--- src/rtl/imem_loader.sv ---
// Boot-time instruction memory loader.
// Accepts a framed byte stream (LEN_LO, LEN_HI, 4*N data bytes, CSUM),
// assembles little-endian 32-bit words and writes them to instruction
// memory, holding the core stalled until the image is written and its
// XOR checksum matches.
//
// Handshake: a byte is transferred on a rising edge where
// rx_valid && rx_ready; rx_data is ignored whenever rx_ready is 0.
// rx_ready stays 1 for the whole frame (LEN0..CSUM), so the loader never
// back-pressures mid-frame.
module imem_loader #(
  parameter int WORDS = 256
) (
  input  logic        clk,
  input  logic        rst_n,
  input  logic        start,
  input  logic [7:0]  rx_data,
  input  logic        rx_valid,
  output logic        rx_ready,
  output logic        imem_we,
  output logic [31:0] imem_addr,
  output logic [31:0] imem_wdata,
  output logic        core_hold,
  output logic        busy,
  output logic        done,
  output logic        error,
  output logic [15:0] words_loaded,
  output logic [2:0]  dbg_state
);

  typedef enum logic [2:0] {
    S_IDLE  = 3'd0,
    S_LEN0  = 3'd1,
    S_LEN1  = 3'd2,
    S_DATA  = 3'd3,
    S_CSUM  = 3'd4,
    S_DONE  = 3'd5,
    S_ERROR = 3'd6
  } state_t;

  state_t      state, next_state;
  logic [7:0]  len_lo;
  logic [15:0] len;
  logic [1:0]  bcnt;
  logic [23:0] wbuf;
  logic [7:0]  csum;

  logic        accept;
  logic        start_ok;
  logic [15:0] len_n;
  logic        len_ok;
  logic        word_end;
  logic        last_word;
  logic        in_frame;

  assign accept    = rx_valid && rx_ready;
  assign start_ok  = start && (state == S_IDLE || state == S_DONE || state == S_ERROR);
  assign len_n     = {rx_data, len_lo};
  assign len_ok    = (len_n != 16'd0) && (32'(len_n) <= 32'(WORDS));
  assign word_end  = accept && (state == S_DATA) && (bcnt == 2'd3);
  assign last_word = ((words_loaded + 16'd1) == len);
  assign dbg_state = state;

  // State register.
  always_ff @(posedge clk or negedge rst_n) begin
    if (!rst_n) state <= S_IDLE;
    else        state <= next_state;
  end

  // Next-state logic.
  always_comb begin
    next_state = state;
    case (state)
      S_IDLE, S_DONE, S_ERROR: if (start) next_state = S_LEN0;
      S_LEN0: if (accept) next_state = S_LEN1;
      S_LEN1: if (accept) next_state = len_ok ? S_DATA : S_ERROR;
      S_DATA: if (word_end && last_word) next_state = S_CSUM;
      S_CSUM: if (accept) next_state = (rx_data == csum) ? S_DONE : S_ERROR;
      default: next_state = S_IDLE;
    endcase
  end

  assign in_frame = (next_state == S_LEN0) || (next_state == S_LEN1) ||
                    (next_state == S_DATA) || (next_state == S_CSUM);

  // Status outputs registered from the upcoming state.
  always_ff @(posedge clk or negedge rst_n) begin
    if (!rst_n) begin
      rx_ready  <= 1'b0;
      busy      <= 1'b0;
      done      <= 1'b0;
      error     <= 1'b0;
      core_hold <= 1'b1;
    end else begin
      rx_ready  <= in_frame;
      busy      <= in_frame;
      done      <= (next_state == S_DONE);
      error     <= (next_state == S_ERROR);
      core_hold <= (next_state != S_DONE);
    end
  end

  // Length capture, word assembly, checksum and the memory write port.
  always_ff @(posedge clk or negedge rst_n) begin
    if (!rst_n) begin
      len_lo       <= 8'd0;
      len          <= 16'd0;
      bcnt         <= 2'd0;
      wbuf         <= 24'd0;
      csum         <= 8'd0;
      imem_we      <= 1'b0;
      imem_addr    <= 32'd0;
      imem_wdata   <= 32'd0;
      words_loaded <= 16'd0;
    end else begin
      imem_we <= 1'b0;
      if (start_ok) begin
        bcnt         <= 2'd0;
        csum         <= 8'd0;
        words_loaded <= 16'd0;
      end
      if (accept && state == S_LEN0) len_lo <= rx_data;
      if (accept && state == S_LEN1) len    <= len_n;
      if (accept && state == S_DATA) begin
        bcnt <= bcnt + 2'd1;
        csum <= csum ^ rx_data;
        wbuf <= {rx_data, wbuf[23:8]};
      end
      // The 4th byte completes the word; write it at address 4*k next cycle.
      if (word_end) begin
        imem_we      <= 1'b1;
        imem_addr    <= {14'd0, words_loaded, 2'b00};
        imem_wdata   <= {rx_data, wbuf};
        words_loaded <= words_loaded + 16'd1;
      end
    end
  end

endmodule

--- config.mk ---
export PLATFORM = sky130hd
export DESIGN_NAME = imem_loader
export DESIGN_NICKNAME = d
export VERILOG_FILES = /design/src/rtl/imem_loader.sv
export SDC_FILE = /design/constraint.sdc
export NUM_CORES = 1
export LEC_CHECK = 0
export CAP_MARGIN = 5
export CORE_AREA = 2 2 113 115
export CTS_BUF_LIST = sky130_fd_sc_hd__clkbuf_4 sky130_fd_sc_hd__clkbuf_8
export CTS_CLUSTER_SIZE = 16
export DETAILED_ROUTE_END_ITERATION = 7
export DIE_AREA = 0 0 115 117
export GPL_TIMING_DRIVEN = 0
export PLACE_DENSITY = 0.75
export SETUP_SLACK_MARGIN = 0.3
export SLEW_MARGIN = 20
export SYNTH_ARGS = -nofsm -noshare
export SYNTH_HDL_FRONTEND = slang
export SYNTH_SLANG_ARGS = --single-unit
--- constraint.sdc ---
create_clock -name clk -period 6.35 [get_ports clk]
set_input_delay 0.9525 -clock clk [delete_from_list [all_inputs] [get_ports clk]]
set_output_delay 0.9525 -clock clk [all_outputs]
set_load 0.02 [all_outputs]
**Word-level counts from Yosys, hierarchy flattened**

Cells that the tools add are included.

- Register bits after elaboration: 130
- Input port bits: 12
- Output and inout port bits: 89
- Word-level logic and storage cells: 67

- Add/subtract/negate cells: 2
- $lt $le $gt $ge: 1
- Eq/ne operators: 16
- Muxes and demuxes: 15
- Bitwise gates (word level): 1
- Reductions and logical operators: 18

Operator list:

| cell | number |
|---|---|
| 16-bit 2-to-1 mux | 2 |
| 3-bit equality test, second input constant | 6 |
| 3-bit 2-to-1 mux | 6 |
| 16-bit by 1-bit adder with 16-bit output, second input constant | 1 |
| 16-bit equality test | 1 |
| 16-bit by 9-bit <= comparator with 1-bit output, second input constant | 1 |
| 8-bit 2-to-1 mux | 2 |
| 16-bit nonzero test | 1 |
| 3-bit one-hot mux with 5 select lines | 1 |
| 3-bit by 2-bit equality test with 1-bit output, second input constant | 4 |
| 8-bit equality test | 1 |
| 1-bit logical AND | 8 |
| 8-bit bitwise XOR | 1 |
| 3-bit by 1-bit equality test with 1-bit output, second input constant | 2 |
| 2-bit 2-to-1 mux | 3 |
| 1-bit logical OR | 5 |
| 2-bit nonzero test | 2 |
| 3-bit zero test | 1 |
| 3-bit inequality test, second input constant | 1 |
| 3-bit OR reduction | 1 |
| 2-bit by 1-bit adder with 2-bit output, second input constant | 1 |
| 2-bit equality test, second input constant | 1 |
| 1-bit 2-to-1 mux | 1 |

**Logic depth before layout (Yosys ltp)**

- Depth after elaboration: 10
- Mapped depth: 9
- Mapped depth without buffers: 8

**Least setup slack after synthesis**

OpenSTA, ideal clock, no wires.

- Path kind: input port to flip-flop
- Start point: input port rx_valid
- End point: register done
- Setup time: 119 ps
- Arrival: 2494 ps
- Data required time: 6231 ps
- Slack: 3736 ps
- Stages on the path: 7
- Buffers on the path: 0
- Cell sequence: and3b_2 nand2_2 or4_1 a311oi_1 o2111ai_1 a21bo_1 and2_1

- Cells in the longest elaborated chain, start to end: 7
- Elaborated cells between the ends (all ways): 10
- Classes of those cells: eq/ne (1); mux (5); reduce/logical (4)

RTL lines:

| element | RTL line | text |
|---|---|---|
| start, declared | 18 | `input logic rx_valid,` |
| 1-bit logical AND * | 56 | `assign accept = rx_valid && rx_ready;` |
| 1-bit logical AND (2 in a row) | 60 | `assign word_end = accept && (state == S_DATA) && (bcnt == 2'd3);` |
| 1-bit logical AND | 77 | `S_DATA: if (word_end && last_word) next_state = S_CSUM;` |
| 3-bit 2-to-1 mux | 77 |  |
| 3-bit one-hot mux with 5 select lines * | 73 | `case (state)` |
| via next_state[0] | 41 | `state_t state, next_state;` |
| 3-bit equality test * | 97 | `done <= (next_state == S_DONE);` |
| end signal, assigned | 97 |  |
| end, declared | 25 | `output logic done,` |

The timed path passes the listed nets; every way through them passes the cells marked *.
A chain may end at the register's enable or synchronous reset.

**Final worst setup path**

- Start point: register words_loaded[0]
- End point: register error

- Cells in the longest elaborated chain, start to end: 6

RTL lines:

| element | RTL line | text |
|---|---|---|
| start, declared | 27 | `output logic [15:0] words_loaded,` |
| start signal, assigned | 134 | `words_loaded <= words_loaded + 16'd1;` |
| 16-bit by 1-bit adder with 16-bit output | 61 | `assign last_word = ((words_loaded + 16'd1) == len);` |
| 16-bit equality test | 61 |  |
| 1-bit logical AND | 77 |  |
| 3-bit 2-to-1 mux | 77 |  |
| 3-bit one-hot mux with 5 select lines | 73 |  |
| via next_state[2] | 41 |  |
| 3-bit equality test | 98 | `error <= (next_state == S_ERROR);` |
| end signal, assigned | 98 |  |
| end, declared | 26 | `output logic error,` |

The timed path passes the listed nets, and every way through them passes these cells.

==> reports/qor.yml <==
clkTransAtPathRegs_ns: 0.09
cell_type_with_the_largest_total_area_after_synthesis: "sky130_fd_sc_hd__dfrtp_1"
areal_power_density_over_the_cells_mw_per_mm2: 343.6
power.clock.fraction: 0.282
critical_path.cell_chain: "ha_1 > nand3_1 > nor3_2 > mux2_1 > a31oi_1 > o2111ai_1 > nand3_1 > and3b_1"
fp-row-count: 41
cts-hold-fix-buffers: 0
route.antenna.remaining_nets: 0
timing.rr.start: "words_loaded[0]"
crit_start: "words_loaded[0]"
detail_route.iter0.violations: 299
detail_route.vias_per_cell: 5.261
synth-warning-count: 0
placed_area_mm2: 0.007097
synth_most_common_cell: "sky130_fd_sc_hd__nand2_1"
drc: 0
leakagePower_nw: 3.606
cts_max_level: 4
synthDominantCellAreaShare: 0.5386
rsz_0062_raised_after_global_routing: "false"
drv_cap: 0
tritoncts_clock_tree: "yes"
chip_width_um: 115
finalCoreUtilization: 0.6097
synth-main-ff-cell: "sky130_fd_sc_hd__dfrtp_1"
most_common_cell_on_crit_path: "sky130_fd_sc_hd__nand3_1"
timing_worst_slew_pin_value_ns: 0.7389
asyncSetResetFlopFracSynth: 1.000
clk_latency_ns: 0.46
clock-sinks: 130
wire_per_inst_um: 15.36
final-max-slew-violation-count: 0
number_of_diodes: 0
design.core.area_mm2: 0.01231
cts_post_setup_buffers_inserted: 0
drive_gt1_frac: 0.1263
clockBufferDepth: 2
hold_viol_final: 0
slowest_stage: "sky130_fd_sc_hd__dfrtp_1"
clock_skew_ns: 0.01326
cts_inserted_buffers: 17
timing.setup.critical_path_class: "flip-flop to flip-flop"
fmaxAchievable_mhz: 329.9
number_of_antenna_violations_at_the_first_check_in_global_routing: 0
dp.final_hpwl_um: 10270
setup_violating_endpoint_count_in_the_final_report: 0
port-buffer-count: 83
die_height_um: 117
vias: 4872
synth_cell_types: 60
synth_commonest_cells: "246 x sky130_fd_sc_hd__nand2_1, 129 x sky130_fd_sc_hd__dfrtp_1, 44 x sky130_fd_sc_hd__o21ai_0, 24 x sky130_fd_sc_hd__mux2_2, 22 x sky130_fd_sc_hd__clkbuf_1"
pin_count_of_the_biggest_net_entering_global_routing: 73
startpoint_type: "flip-flop"
gp_routability_congestion: 0.8835
vias_in_the_first_global_route: 4892
p_seq_frac: 0.451
design.die.area_mm2: 0.01346
switching_share: 0.3373
syn-instance-count: 645
flow.area_growth_from_synthesis_pct: 25.24
finalNetCount: 777
cts_root_buffer: "sky130_fd_sc_hd__clkbuf_8"
critical_path_required_ns: 6.69
vdd.ir_drop.worst_mv: 0.2052
data_arrival_critical_path_ns: 3.38
netSwitchingPower_uw: 870.0
synth_enable_flop_cells: 0
timing.slew.headroom: 0.5074
hp-class: "primary input to async pin"
leading_post_synthesis_cells_by_cell_area: "sky130_fd_sc_hd__dfrtp_1 54%, sky130_fd_sc_hd__nand2_1 15%, sky130_fd_sc_hd__mux2_2 4.5%"
status: "finished, final reports clean"
p_total_mw: 2.579
finish.instance_area_mm2: 0.007506
cell_internal_pwr_mw: 1.709
synth_area_mm2: 0.005993
post_cts_resized: 0
grt_first_pass_wirelength_um: 23850
synth_seq_cells: 130
top_level_ports: 101
drt_pass1_iterations: 5
detailed_route_wl_um: 14230
globalRouteOverflowTotal: 0
layout_worst_path_cycle_share: 0.4773
layout.filler_cells: 1046
synth_sequential_area_ratio: 0.5430
timing.critical_path.to_type: "flip-flop"
comb_power_share: 0.267
initial_utilization: 0.4868
finalCriticalPeriod_ns: 3.031
globalRouteTotalUtil: 0.2292
worst_path_largest_cell_delay_ns: 0.58
syn_avg_cell_area_um2: 9.292
timing.critical_path.fanout_max: 9
[per-stage QoR]
step | hold slack (ns) | setup slack [ns] | setup TNS (ns) | cells
floorplan | 0.4386 | 3.737 | 0 | 660
global placement | 0.4575 | -0.5435 | -68.69 | 893
detailed placement | 0.4622 | 2.872 | 0 | 894
CTS | 0.4776 | 3.336 | 0 | 926
global route | 0.4954 | 3.077 | 0 | 926
finish | 0.4548 | 3.319 | 0 | 926
[layout by cell type (no fill, tap or decap), types with 7 or more instances in the layout]
master / Yosys / final
sky130_fd_sc_hd__nand2_1: 246 / 246
sky130_fd_sc_hd__dfrtp_1: 129 / 129
sky130_fd_sc_hd__clkdlybuf4s50_1: 0 / 82
sky130_fd_sc_hd__o21ai_0: 44 / 44
sky130_fd_sc_hd__mux2_2: 24 / 24
sky130_fd_sc_hd__clkbuf_1: 22 / 22
sky130_fd_sc_hd__xnor2_1: 19 / 19
sky130_fd_sc_hd__buf_4: 18 / 18
sky130_fd_sc_hd__nor2_1: 17 / 17
sky130_fd_sc_hd__clkbuf_8: 0 / 17
sky130_fd_sc_hd__conb_1: 1 / 16
sky130_fd_sc_hd__xor2_1: 9 / 9
sky130_fd_sc_hd__nand3_1: 7 / 7
[power by group through the flow]
stage / Combinational (mW) / Sequential [mW] / Clock, mW
after floorplan: 0.455 / 1.17 / 0
after global placement: 0.660 / 1.17 / 0
after detailed placement: 0.685 / 1.18 / 0
after CTS: 0.692 / 1.16 / 0.735
after global routing: 0.768 / 1.19 / 0.782
final: 0.689 / 1.16 / 0.727
[worst max-delay path: cells and delay by family, from the launching register on]
kind | cells | cell delay (ns)
AO/OA/AOI/OAI | 2 | 0.53
flip-flops | 1 | 0.58
multiplexers | 1 | 0.21
AND/OR/NAND/NOR | 4 | 1.28
adder cells (fa/ha/maj) | 1 | 0.31
[cells by family after synthesis]
| family | after synthesis | share of synthesized area |
|---|---|---|
| buffers and inverters | 57 | 0.05094 |
| other | 1 | 0.0006257 |
| muxes | 26 | 0.04864 |
| and+or+nand+nor | 327 | 0.2376 |
| DFF | 130 | 0.5430 |
| xor gates and xnor gates | 28 | 0.04092 |
| AOI/OAI and AO/OA | 74 | 0.07412 |
| adders and majority gates | 2 | 0.004175 |
[per-layer routing]
layer | track usage | wire [µm] | part of all wire | vias up
met5 | 0 | 0 | 0 | -
met4 | 0.08996 | 259 | 0.018 | 0
met3 | 0.05716 | 827 | 0.058 | 24
met2 | 0.3776 | 6952 | 0.49 | 166
met1 | 0.2940 | 6186 | 0.43 | 2344
li1 | - | - | - | 2338
[flip-flops by register name, indices dropped and copies added, names as in the netlist]
register and cells:
imem_addr 16, bcnt 2, len 16, words_loaded 16
imem_wdata 32, len_lo 8, imem_we 1, core_hold 1
wbuf 24, csum 8, error 1, done 1
busy 1, dbg_state 3
[path summary, 6_finish.rpt]
path	end	slack, ns	cells after the start
worst min register to register	imem_addr[8]	0.48	2
worst min-delay path	imem_we	0.45	1
max in group asynchronous	core_hold	5.11	2
worst max register to register	error	3.32	8
worst max-delay path	error	3.32	8
min in group clk	imem_addr[8]	0.48	2
[layout make-up]
cell class                      instances  area, µm²  area share
Timing Repair Buffer                   84      859.6      0.1145
Sequential cell                       130       3254      0.4336
Clock buffer                           18      241.5     0.03217
Clock inverter                         14      167.7     0.02234
Inverter                                5      18.77    0.002500
Tap cell                              150      187.7     0.02500
Buffer                                 52      286.5     0.03817
Multi-Input combinational cell        473       2490      0.3317
Power figures use the tool's default switching activity.
